<file path="src/rtl/controladora_lamp_if.sv">
// Board-facing signal bundle of the lamp controller: raw button/IR inputs
// and the mode indicator / lamp drive outputs.
interface controladora_lamp_if;
    logic push_button;
    logic infravermelho;
    logic led;
    logic saida;

    modport master (
        output push_button,
        output infravermelho,
        input  led,
        input  saida
    );

    modport slave (
        input  push_button,
        input  infravermelho,
        output led,
        output saida
    );
endinterface

</file>
<file path="src/rtl/controladora_lamp.sv">
// Presence-driven lamp controller: IR sensor lights the lamp in AUTO mode with a
// no-presence shutdown timer; a long button press toggles MANUAL mode (short presses toggle the lamp).
module controladora_lamp #(
    parameter int DEBOUNCE_P        = 300,
    parameter int SWITCH_MODE_MIN_T = 5300,
    parameter int AUTO_SHUTDOWN_T   = 30000
) (
    input  logic               clk,
    input  logic               rst,
    controladora_lamp_if.slave lamp_if
);

    localparam int DB_W  = $clog2(DEBOUNCE_P + 1);
    localparam int TMR_W = $clog2(AUTO_SHUTDOWN_T + 1);

    localparam logic [DB_W-1:0]  DB_LAST     = DB_W'(DEBOUNCE_P - 1);
    localparam logic [DB_W-1:0]  DB_ONE      = DB_W'(1);
    localparam logic [15:0]      LONG_THRESH = 16'(SWITCH_MODE_MIN_T - DEBOUNCE_P);
    localparam logic [15:0]      LONG_LAST   = 16'(SWITCH_MODE_MIN_T - DEBOUNCE_P - 1);
    localparam logic [15:0]      HOLD_ONE    = 16'd1;
    localparam logic [15:0]      HOLD_MAX    = 16'hFFFF;
    localparam logic [TMR_W-1:0] TMR_LOAD    = TMR_W'(AUTO_SHUTDOWN_T);
    localparam logic [TMR_W-1:0] TMR_ONE     = TMR_W'(1);

    typedef enum logic [1:0] {
        ST_AUTO_OFF = 2'd0,
        ST_AUTO_ON  = 2'd1,
        ST_MANUAL   = 2'd2
    } state_t;

    // ------------------------------------------------------------------
    // Input synchronizers: bit 0 = button, bit 1 = IR
    // ------------------------------------------------------------------
    logic [1:0] raw_in;
    logic [1:0] sync_in;

    assign raw_in = {lamp_if.infravermelho, lamp_if.push_button};

    genvar gi;
    generate
        for (gi = 0; gi < 2; gi++) begin : g_sync
            logic [1:0] meta_reg;

            always_ff @(posedge clk or negedge rst) begin
                if (!rst) begin
                    meta_reg <= '0;
                end else begin
                    meta_reg <= {meta_reg[0], raw_in[gi]};
                end
            end

            assign sync_in[gi] = meta_reg[1];
        end
    endgenerate

    logic btn_sync;
    logic ir_sync;

    assign btn_sync = sync_in[0];
    assign ir_sync  = sync_in[1];

    // ------------------------------------------------------------------
    // Button debouncer and press-length timer
    // ------------------------------------------------------------------
    logic            btn_prev_reg;
    logic [DB_W-1:0] db_cnt_reg, db_cnt_next;
    logic            btn_db_reg, btn_db_next;
    logic            btn_db_d_reg;
    logic [15:0]     hold_cnt_reg, hold_cnt_next;

    always_comb begin
        db_cnt_next = db_cnt_reg;
        btn_db_next = btn_db_reg;
        // Any edge on the synchronized level, or agreement with the accepted level, restarts the count
        if ((btn_sync != btn_prev_reg) || (btn_sync == btn_db_reg)) begin
            db_cnt_next = '0;
        end else if (db_cnt_reg == DB_LAST) begin
            btn_db_next = btn_sync;
            db_cnt_next = '0;
        end else begin
            db_cnt_next = db_cnt_reg + DB_ONE;
        end
    end

    always_comb begin
        hold_cnt_next = '0;
        if (btn_db_reg) begin
            hold_cnt_next = (hold_cnt_reg == HOLD_MAX) ? hold_cnt_reg : hold_cnt_reg + HOLD_ONE;
        end
    end

    always_ff @(posedge clk or negedge rst) begin
        if (!rst) begin
            btn_prev_reg <= 1'b0;
            db_cnt_reg   <= '0;
            btn_db_reg   <= 1'b0;
            btn_db_d_reg <= 1'b0;
            hold_cnt_reg <= '0;
        end else begin
            btn_prev_reg <= btn_sync;
            db_cnt_reg   <= db_cnt_next;
            btn_db_reg   <= btn_db_next;
            btn_db_d_reg <= btn_db_reg;
            hold_cnt_reg <= hold_cnt_next;
        end
    end

    // Long press fires exactly once: on the cycle hold_cnt steps onto the threshold.
    // Short press is judged on the cycle after the debounced release, while hold_cnt
    // still carries the final press length.
    logic long_press;
    logic short_press;

    assign long_press  = btn_db_reg && (hold_cnt_reg == LONG_LAST);
    assign short_press = btn_db_d_reg && !btn_db_reg &&
                         (hold_cnt_reg != '0) && (hold_cnt_reg < LONG_THRESH);

    // ------------------------------------------------------------------
    // Mode / lamp FSM
    // ------------------------------------------------------------------
    state_t           state_reg, state_next;
    logic             saida_reg, saida_next;
    logic [TMR_W-1:0] timer_reg, timer_next;
    logic             led_reg;

    always_comb begin
        state_next = state_reg;
        saida_next = saida_reg;
        timer_next = timer_reg;
        unique case (state_reg)
            ST_AUTO_OFF: begin
                if (long_press) begin
                    state_next = ST_MANUAL;
                    timer_next = '0;
                end else if (ir_sync) begin
                    state_next = ST_AUTO_ON;
                    saida_next = 1'b1;
                    timer_next = TMR_LOAD;
                end
            end
            ST_AUTO_ON: begin
                // Mode change takes priority over a coincident IR event
                if (long_press) begin
                    state_next = ST_MANUAL;
                    timer_next = '0;
                end else if (ir_sync) begin
                    timer_next = TMR_LOAD;
                end else if (timer_reg <= TMR_ONE) begin
                    state_next = ST_AUTO_OFF;
                    saida_next = 1'b0;
                    timer_next = '0;
                end else begin
                    timer_next = timer_reg - TMR_ONE;
                end
            end
            ST_MANUAL: begin
                if (long_press) begin
                    state_next = ST_AUTO_OFF;
                    saida_next = 1'b0;
                    timer_next = '0;
                end else if (short_press) begin
                    saida_next = !saida_reg;
                end
            end
            default: begin
                state_next = ST_AUTO_OFF;
                saida_next = 1'b0;
                timer_next = '0;
            end
        endcase
    end

    always_ff @(posedge clk or negedge rst) begin
        if (!rst) begin
            state_reg <= ST_AUTO_OFF;
            saida_reg <= 1'b0;
            timer_reg <= '0;
            led_reg   <= 1'b0;
        end else begin
            state_reg <= state_next;
            saida_reg <= saida_next;
            timer_reg <= timer_next;
            led_reg   <= (state_reg == ST_MANUAL);
        end
    end

    assign lamp_if.led   = led_reg;
    assign lamp_if.saida = saida_reg;

endmodule

</file>
<file path="src/flat_wrapper.sv">
// flat-port wrapper written by rule: the top's interface ports become plain ports
module controladora_lamp_flat 
#(
    parameter int DEBOUNCE_P        = 300,
    parameter int SWITCH_MODE_MIN_T = 5300,
    parameter int AUTO_SHUTDOWN_T   = 30000
)
  (clk, rst, lamp_if_push_button, lamp_if_infravermelho, lamp_if_led, lamp_if_saida);
  controladora_lamp_if lamp_if_i ();
  input  logic clk;
  input  logic rst;
  input wire logic [$bits(lamp_if_i.push_button)-1:0] lamp_if_push_button;
  input wire logic [$bits(lamp_if_i.infravermelho)-1:0] lamp_if_infravermelho;
  output wire logic [$bits(lamp_if_i.led)-1:0] lamp_if_led;
  output wire logic [$bits(lamp_if_i.saida)-1:0] lamp_if_saida;
  assign lamp_if_i.push_button = lamp_if_push_button;
  assign lamp_if_i.infravermelho = lamp_if_infravermelho;
  assign lamp_if_led = lamp_if_i.led;
  assign lamp_if_saida = lamp_if_i.saida;
  controladora_lamp #(.DEBOUNCE_P(DEBOUNCE_P), .SWITCH_MODE_MIN_T(SWITCH_MODE_MIN_T), .AUTO_SHUTDOWN_T(AUTO_SHUTDOWN_T)) u_core (.clk(clk), .rst(rst), .lamp_if(lamp_if_i));
endmodule
</file>
<file path="config.mk">
export PLATFORM = sky130hd
export DESIGN_NAME = controladora_lamp_flat
export DESIGN_NICKNAME = d
export VERILOG_FILES = /design/src/rtl/controladora_lamp_if.sv /design/src/rtl/controladora_lamp.sv /design/src/flat_wrapper.sv
export SDC_FILE = /design/constraint.sdc
export NUM_CORES = 1
export LEC_CHECK = 0
export ABC_AREA = 1
export CAP_MARGIN = 40
export CORE_ASPECT_RATIO = 0.6
export CORE_UTILIZATION = 56
export CTS_CLUSTER_SIZE = 30
export DETAILED_ROUTE_END_ITERATION = 6
export HOLD_SLACK_MARGIN = 0.06
export PLACE_DENSITY_LB_ADDON = 0.1
export SETUP_SLACK_MARGIN = 0.2
export SYNTH_ARGS = -nofsm -noshare
export SYNTH_HDL_FRONTEND = slang
export SYNTH_SLANG_ARGS = --single-unit
</file>
<file path="constraint.sdc">
create_clock -name clk -period 1.6 [get_ports clk]
set_input_delay 0.48 -clock clk [delete_from_list [all_inputs] [get_ports clk]]
set_output_delay 0.48 -clock clk [all_outputs]
set_load 0.02 [all_outputs]
</file>
==> flow_metrics.tcl, run 1 <==
set metrics [dict create \
    r2r_slack_ns -0.11 \
    power.density_mw_per_mm2 760 \
    worst-setup-path-type "flop to flop" \
    worst_slew_pin_slew_ns 0.475 \
    slowest_stage "dfrtp_1" \
    drt_iter0_markers 400 \
    finClkSkew_ns 0.00760 \
    crit_buf_inv 2 \
    place.port_buffers 5 \
    synth-seq-cells 51 \
    rr_startpoint "u_core.hold_cnt_reg[4]" \
    grt_pass1_wl_um 12800 \
    synthFlopType "dfrtp_1" \
    rsz0062_at_grt "true" \
    htreeDepth 2 \
    num_rows 20 \
    grt_max_degree 40 \
    routed_wl_um 8920 \
    synthCells 403 \
    start_kind "flop" \
    worst_setup_path_endpoint "u_core.timer_reg[10]" \
    synthesis.nets 412 \
    antenna_found_initial 0 \
    synth_edf_count 0 \
    dr.pass1.iters 6 \
    min_path_type "flop to flop" \
    ys_seq_area_frac 0.426 \
    p_leak_nw 2.08 \
    die_w_um 96.5 \
    antenna_left 0 \
    power_mw 3.06 \
    crit_fanout 9 \
    gr-usage-all-layers 0.307 \
    fp.coreArea_sq_mm 0.00510 \
    cp_slowest_stage_delay_ns 0.44 \
    vias_per_cell 5.70 \
    min_period_ns 1.71 \
    finalWorstSetupSlack_ns -0.114 \
    grt_pass1_vias 2587 \
    hold_viol 0 \
    violations "negative setup slack" \
    drcViolationCount 0 \
    cts_buffer_depth 2 \
    cp-end-kind "flop" \
    cp_top_family "simple AND/OR/NAND/NOR gates" \
    max_freq_ghz 0.583 \
    area_growth_pct 34.2 \
    pin_count 6 \
    ir_drop_v 0.000701 \
    n_antenna_cell 0 \
    tritoncts "built" \
    tns_ns -1.33 \
    synthesis.area_sq_mm 0.00300 \
    crit_chain "nor2_2, nand3_2, nor2_4, nand2_4, buf_4, o21ai_2, inv_4, nand2_1, nand2_1" \
    finalMaxSlewViolations 0 \
    cp_data_required_time_ns 1.80 \
    layout_commonest_cell "nand2_1" \
    setup_viol 19 \
    yosys_warnings 0 \
    r2r-end "u_core.timer_reg[10]" \
    maxCapViolations 0 \
    worstPathArrival_ns 1.91 \
    cts-root-buf "clkbuf_8" \
    wl_per_cell_um 16.4 \
    dr_total_vias 3096 \
    syn_avg_cell_area_sq_um 7.44 \
    initial_core_util 0.587 \
    status "finished with violations" \
    die-area_sq_mm 0.00566 \
    crit_cells 9 \
    place_ws_ns -0.0310 \
    largest_register_ffs 16 \
    min_period_over_period 1.07 \
    reg2reg_depth 9 \
    gp_congestion 0.908 \
    hpwl_um 5400 \
    die_y_um 58.7 \
    grt-ovfl-total 0 \
    synthArstFlopShare 1.00 \
    yosys.cell_types.count 37 \
    cts.clk_slew.worst_paths_ns 0.10 \
    insertion_delay_ns 0.31 \
    numClockSinks 51 \
    critPathMostFrequentCell "nand2_1" \
    drive_gt1_frac 0.358 \
    nets 485 \
    whs_ns 0.365 \
    startpoint "u_core.hold_cnt_reg[4]" \
    cts-buffers-inserted 5 \
    max_slew_margin 0.682 \
    layout_common_cells "nand2_1 (93), buf_4 (49), dfrtp_1 (48)" \
]
## metal layers
layer  wire length (um)  track usage  up-vias
met5                  0            0        -
met4                128       0.0672        0
met3                946       0.0827       22
met2               3730        0.389      193
met1               4110        0.508     1449
li1                   -            -     1432
## final cells by class
type / instances / area [sq um]
fillers: 318 / 1080
repair buffers: 69 / 579
clock inverters: 1 / 5.00
inverters: 53 / 211
clock buffers: 7 / 76.3
multi-input cells: 296 / 1790
well taps: 66 / 82.6
flip-flops and latches: 51 / 1280
## worst min path at each step
stage	start	end	slack, ns	cells after the start
after CTS	u_core.g_sync[1].meta_reg[0]	u_core.g_sync[1].meta_reg[1]	0.37	0
after global placement	u_core.g_sync[1].meta_reg[0]	u_core.g_sync[1].meta_reg[1]	0.33	0
after detailed placement	u_core.g_sync[1].meta_reg[0]	u_core.g_sync[1].meta_reg[1]	0.35	0
after global routing	u_core.g_sync[1].meta_reg[0]	u_core.g_sync[1].meta_reg[1]	0.37	0
final	u_core.g_sync[0].meta_reg[0]	u_core.g_sync[0].meta_reg[1]	0.36	0
after floorplan	rst	u_core.btn_db_d_reg	0.18	0
## synthesized netlist by cell type (2+ instances only)
master | instances | share of area
nor3b_1 | 3 | 0.0075
nor2_2 | 3 | 0.0063
inv_2 | 4 | 0.0050
a21oi_1 | 14 | 0.023
dfrtp_1 | 51 | 0.43
o21ai_0 | 16 | 0.027
nor3_1 | 8 | 0.013
nor3_2 | 2 | 0.0067
nor2_1 | 54 | 0.068
clkinv_2 | 2 | 0.0033
inv_1 | 46 | 0.058
xor2_1 | 5 | 0.015
nand3_1 | 33 | 0.055
o21ai_1 | 2 | 0.0033
nand2_2 | 8 | 0.017
and3_1 | 3 | 0.0063
nand2_4 | 2 | 0.0075
nor2_4 | 5 | 0.019
o21bai_1 | 2 | 0.0050
ha_1 | 5 | 0.021
a31oi_1 | 2 | 0.0042
nand4_1 | 6 | 0.013
nand2_1 | 110 | 0.14
nand3b_1 | 3 | 0.0075
buf_2 | 2 | 0.0033
## where the power goes
| part | internal (mW) | switching (mW) | total, mW |
|---|---|---|---|
| Clock | 0.309 | 0.440 | 0.748 |
| Sequential | 1.38 | 0.131 | 1.52 |
| Combinational | 0.341 | 0.454 | 0.795 |
## worst register-to-register path, cell delays in order (launching register included)
cell     delay, ns
dfrtp_1       0.44
nor2_2        0.17
nand3_2       0.13
nor2_4        0.15
nand2_4       0.10
buf_4         0.16
o21ai_2       0.15
inv_4         0.11
nand2_1       0.10
nand2_1       0.09
## stage by stage
step	instances	area (sq um)	util
final	543	4020	0.788
after global routing	543	4020	0.788
after detailed placement	497	3350	0.655
after floorplan	403	3030	-
after global placement	497	3350	0.655
after CTS	525	3680	0.721
## kinds of logic after synthesis
| kind of cell | share of synthesized area |
|---|---|
| xor gates and xnor gates | 0.0175 |
| AOI/OAI and AO/OA | 0.0784 |
| DFF | 0.426 |
| buffers and inverters | 0.0755 |
| and+or+nand+nor | 0.382 |
| adders and majority gates | 0.0209 |
## timing repair
item | CTS | global route
hold buffers | 1 | 0
hold endpoints to repair | 6 | 0
setup endpoints to repair | 38 | 41
gates resized for setup | 37 | 67
cloned | 0 | 1
pin swaps | 13 | 30
setup buffers | 19 | 17
Power figures use the tool's default switching activity.
==> run 2, diff against run 1 <==
- CORE_UTILIZATION: 56 -> 58
- CTS_BUF_LIST: default -> sky130_fd_sc_hd__clkbuf_4 sky130_fd_sc_hd__clkbuf_8
==> run 2 against run 1 <==
The run still ends with negative setup slack left. Utilization increased by 4.7 points. Non-clock buffer count decreased by 11. Power decreased by 2.3%. Critical path type unchanged. Clock skew increased by 0.0011 ns. Setup slack improved by 0.018 ns. Clock power increased by 8.2%. Highest routed layer unchanged. Sequential share of layout area increased by 0.50 points.
==> flow_metrics.tcl, run 2 (synthesis results as in run 1) <==
set metrics [dict create \
    status "finished with violations" \
    violations "negative setup slack" \
    power.internal_mw 1.97 \
    final_cells 529 \
    die-area_sq_mm 0.00547 \
    place_inst 496 \
    largest_register_ffs 16 \
    slowest_stage "dfrtp_1" \
    tritoncts "built" \
    crit_chain "ha_4, nand2_4, clkinv_4, buf_6, nand2_8, nor2_8, nand3_4, clkinv_4, nor2_2, a21oi_1" \
    seq_power_share 0.506 \
    fin_area_sq_mm 0.00397 \
    p_comb_frac 0.223 \
    grt_pass1_vias 2651 \
    cts_hold_buf 0 \
    regArea_sq_mm 0.00128 \
    hold_viol 0 \
    dr.pass1.iters 5 \
    fillers 267 \
    drcViolationCount 0 \
    switching_power_mw 1.02 \
    vias_per_cell 5.91 \
    clockPowerShare 0.271 \
    cts_buffer_depth 2 \
    grt_pass1_wl_um 13100 \
    nets 474 \
    maxCapViolations 0 \
    antenna_left 0 \
    cts.clk_slew.worst_paths_ns 0.11 \
    p_leak_nw 2.04 \
    setup_viol 25 \
    layout_commonest_cell "nand2_1" \
    pin_count 6 \
    grt-ovfl-total 0 \
    gr-usage-all-layers 0.320 \
    place.port_buffers 5 \
    grt_max_degree 52 \
    cp-end-kind "flop" \
    area_growth_pct 32.3 \
    min_period_over_period 1.06 \
    min_path_type "primary input to async pin" \
    cts-buffers-inserted 5 \
    cp_slowest_stage_delay_ns 0.43 \
    die_y_um 57.7 \
    finalMaxSlewViolations 0 \
    drt_iter0_markers 377 \
    antenna_found_initial 0 \
    ir_drop_v 0.000593 \
    gp_congestion 0.968 \
    dr_total_vias 3129 \
    max_slew_margin 0.758 \
    power.density_mw_per_mm2 753 \
    cp_data_required_time_ns 1.80 \
    finClkSkew_ns 0.00871 \
    postLayoutCoreUtil 0.835 \
    swShare 0.340 \
    routed_wl_um 8870 \
    critPathMostFrequentCell "clkinv_4" \
    layout_common_cells "nand2_1 (95), dfrtp_1 (46), inv_1 (41)" \
    cts-root-buf "clkbuf_8" \
    dpl-instance-area_sq_mm 0.00336 \
    start_kind "flop" \
    worst-setup-path-type "flop to flop" \
    multi_input_area_sq_mm 0.00180 \
    power_mw 2.99 \
    finalWorstSetupSlack_ns -0.0963 \
    numClockSinks 51 \
    drive_gt1_frac 0.348 \
    hpwl_um 5360 \
    worstPathArrival_ns 1.89 \
    initial_core_util 0.631 \
    whs_ns 0.141 \
    insertion_delay_ns 0.31 \
    die_w_um 94.8 \
    min_period_ns 1.70 \
    htreeDepth 2 \
    wl_per_cell_um 16.8 \
    crit_fanout 6 \
    rsz0062_at_grt "true" \
    n_antenna_cell 0 \
    max_freq_ghz 0.590 \
    num_rows 19 \
    fp.coreArea_sq_mm 0.00475 \
    worst_slew_pin_slew_ns 0.362 \
]
-- run 2: changes by cell type in the layout (fill, tap and decap cells not counted), moves of 2 or more --
cell      before  now
dfrtp_2        3    5
a21oi_1        9   11
dfrtp_1       48   46
clkbuf_1       2    0
inv_1         38   41
inv_2         12    8
nand2_4        9    6
nand2_1       93   95
ha_2           2    0
a21oi_2        6    4
buf_4         49   38
o21ai_0       11    9
-- run 2: what timing repair did --
action / in CTS / in global routing
gates resized for setup: 41 / 64
buffers inserted: 10 / 14
pin swaps: 21 / 30
endpoints found under the setup margin: 36 / 42
gates cloned: 1 / 0
-- run 2: power by group through the flow --
stage	registers [mW]	clock network, mW	logic [mW]
floorplan	1.49	0	0.376
global placement	1.51	0	0.539
detailed placement	1.51	0	0.552
CTS	1.48	0.825	0.568
global route	1.52	0.866	0.732
finish	1.51	0.809	0.666
-- run 2: per-layer routing --
layer | up-vias | global-route usage | routed length [um]
li1 | 1401 | - | -
met1 | 1471 | 0.513 | 3910
met2 | 210 | 0.438 | 3660
met3 | 47 | 0.0722 | 970
met4 | 0 | 0.0693 | 325
met5 | - | 0 | 0
-- run 2: stage by stage --
step,setup slack (ns),setup TNS (ns)
floorplan,0.129,0
global placement,0.0327,0
CTS,-0.00441,-0.00441
global route,-0.150,-2.45
detailed placement,-0.000945,-0.000945
finish,-0.0963,-1.04
-- run 2: final cells by class --
| class | instances | share of cell area |
|---|---|---|
| Tap cell | 63 | 0.0199 |
| Timing Repair Buffer | 58 | 0.125 |
| Clock inverter | 3 | 0.00694 |
| Inverter | 53 | 0.0539 |
| Clock buffer | 5 | 0.0173 |
| Multi-Input combinational cell | 296 | 0.453 |
| Sequential cell | 51 | 0.323 |
-- run 2: worst max-delay path: cells and delay by family, from the launching register on --
family	cells	cell delay, ns
buf+inv	3	0.31
fa+ha+maj	1	0.19
compound gates	1	0.10
simple gates	5	0.54
flops	1	0.43
-- run 2: worst paths after layout --
| path | start | to | slack (ns) | cells after the start |
|---|---|---|---|---|
| setup / recovery | u_core.hold_cnt_reg[0] | u_core.hold_cnt_reg[4] | -0.1 | 10 |
| hold / removal | rst | u_core.state_reg[1] | 0.14 | 2 |
| setup reg to reg | u_core.hold_cnt_reg[0] | u_core.hold_cnt_reg[4] | -0.1 | 10 |
| hold reg to reg | u_core.g_sync[1].meta_reg[0] | u_core.g_sync[1].meta_reg[1] | 0.36 | 0 |
| max in group asynchronous | rst | u_core.hold_cnt_reg[13] | 1.22 | 2 |
| min in group clk | u_core.g_sync[1].meta_reg[0] | u_core.g_sync[1].meta_reg[1] | 0.36 | 0 |
==> run 3, diff against run 2 <==
- CORE_UTILIZATION: 58 -> 25
==> run 3 against run 2 <==
The flow still finishes with violations (negative setup slack). Cell area rose by 9.7%. Die area rose by 130%. Global-route usage fell by 17 points. Clock power fell by 2.7%. Utilization fell by 46 points. Critical path type unchanged.
==> flow_metrics.tcl, run 3 (synthesis results as in run 1) <==
set metrics [dict create \
    ir_drop_v 0.000366 \
    violations "negative setup slack" \
    gp_congestion 0.776 \
    area_growth_pct 45.2 \
    setup_viol 2 \
    worst-setup-path-type "flop to flop" \
    grt-ovfl-total 0 \
    n_antenna_cell 0 \
    start_kind "flop" \
    num_rows 30 \
    antenna_found_initial 0 \
    cp-end-kind "flop" \
    nets 498 \
    r2r_slack_ns -0.03 \
    whs_ns 0.125 \
    initial_core_util 0.261 \
    max_slew_margin 0.755 \
    drcViolationCount 0 \
    worst_slew_pin_slew_ns 0.366 \
    die-area_sq_mm 0.0125 \
    grt_pass1_wl_um 13900 \
    power.density_mw_per_mm2 705 \
    hpwl_um 6160 \
    htreeDepth 2 \
    finalMaxSlewViolations 0 \
    cts-buffers-inserted 5 \
    rr_startpoint "u_core.hold_cnt_reg[0]" \
    insertion_delay_ns 0.33 \
    die_w_um 143 \
    fp.coreArea_sq_mm 0.0115 \
    gr-usage-all-layers 0.150 \
    tns_ns -0.0385 \
    largest_register_ffs 16 \
    drt_iter0_markers 154 \
    hold_viol 0 \
    place_ws_ns -0.0838 \
    status "finished with violations" \
    vias_per_cell 4.31 \
    wl_per_cell_um 13.6 \
    cts.clk_slew.worst_paths_ns 0.10 \
    worstPathArrival_ns 1.85 \
    fin_area_sq_mm 0.00436 \
    min_period_over_period 1.02 \
    numClockSinks 51 \
    layout_common_cells "nand2_1 (95), buf_4 (65), dfrtp_1 (44)" \
    cp_data_required_time_ns 1.82 \
    finalWorstSetupSlack_ns -0.0303 \
    finClkSkew_ns 0.0146 \
    dpl-instance-area_sq_mm 0.00364 \
    rsz0062_at_grt "true" \
    reg2reg_depth 11 \
    cts_buffer_depth 2 \
    layout_commonest_cell "nand2_1" \
    pin_count 6 \
    maxCapViolations 0 \
    grt_pass1_vias 2594 \
    p_leak_nw 2.19 \
    r2r-end "u_core.timer_reg[2]" \
    crit_fanout 6 \
    min_path_type "primary input to async pin" \
    grt_max_degree 38 \
    antenna_left 0 \
    die_y_um 86.8 \
    place.port_buffers 5 \
    dr_total_vias 2802 \
    min_period_ns 1.63 \
    max_freq_ghz 0.613 \
    cts-root-buf "clkbuf_8" \
    tritoncts "built" \
    routed_wl_um 8850 \
    cts_hold_buf 0 \
    drive_gt1_frac 0.402 \
    dr.pass1.iters 4 \
]
## run 3: worst max-delay path, cell delays in order (launching register included)
cell      delay, ns
dfrtp_1        0.42
ha_4           0.19
nand2_4        0.08
clkinv_4       0.05
nand2_4        0.06
nor2_4         0.04
nand2_4        0.11
buf_4          0.14
o21ai_4        0.09
buf_4          0.16
a21oi_2        0.13
nor2_2         0.05
## run 3: per-layer routing
metal | wire (um) | track usage
met4 | 90 | 0.0406
met2 | 3170 | 0.184
met1 | 5220 | 0.248
met5 | 0 | 0
met3 | 368 | 0.0293
## run 3: how the worst max path moves through the flow
stage | endpoint | slack [ns] | cells past startpoint | startpoint
2_1_floorplan | u_core.timer_reg[2] | 0.13 | 10 | u_core.hold_cnt_reg[1]
3_3_place_gp | u_core.timer_reg[3] | -0.09 | 11 | u_core.timer_reg[1]
3_5_place_dp | u_core.timer_reg[3] | -0.08 | 11 | u_core.timer_reg[1]
4_1_cts | u_core.timer_reg[3] | 0.02 | 10 | u_core.hold_cnt_reg[0]
5_1_grt | u_core.timer_reg[7] | -0.13 | 10 | u_core.timer_reg[3]
6_report | u_core.timer_reg[2] | -0.03 | 11 | u_core.hold_cnt_reg[0]
## run 3: through the flow
step	power (mW)	util	instances
floorplan	1.87	-	403
global placement	2.09	0.317	615
detailed placement	2.09	0.317	615
CTS	2.97	0.342	636
global route	3.26	0.379	650
finish	3.07	0.379	650
## run 3: power by group
group / internal (mW) / switching (mW) / total, mW
Sequential: 1.39 / 0.125 / 1.51
Combinational: 0.335 / 0.436 / 0.771
Clock: 0.302 / 0.486 / 0.787
## run 3: layout make-up
cell class                      instances  area, sq um
Sequential cell                        51         1280
Timing Repair Buffer                   82          684
Clock buffer                            5         68.8
Tap cell                              160          200
Multi-Input combinational cell        296         1890
Inverter                               53          216
Clock inverter                          3         15.0
Fill cell                            1203         7130
## run 3: timing repair
action / 4_1_cts / 5_1_grt
cloned: 0 / 1
pin swaps: 8 / 34
gates resized for setup: 32 / 83
endpoints found under the setup margin: 34 / 40
setup buffers: 13 / 13
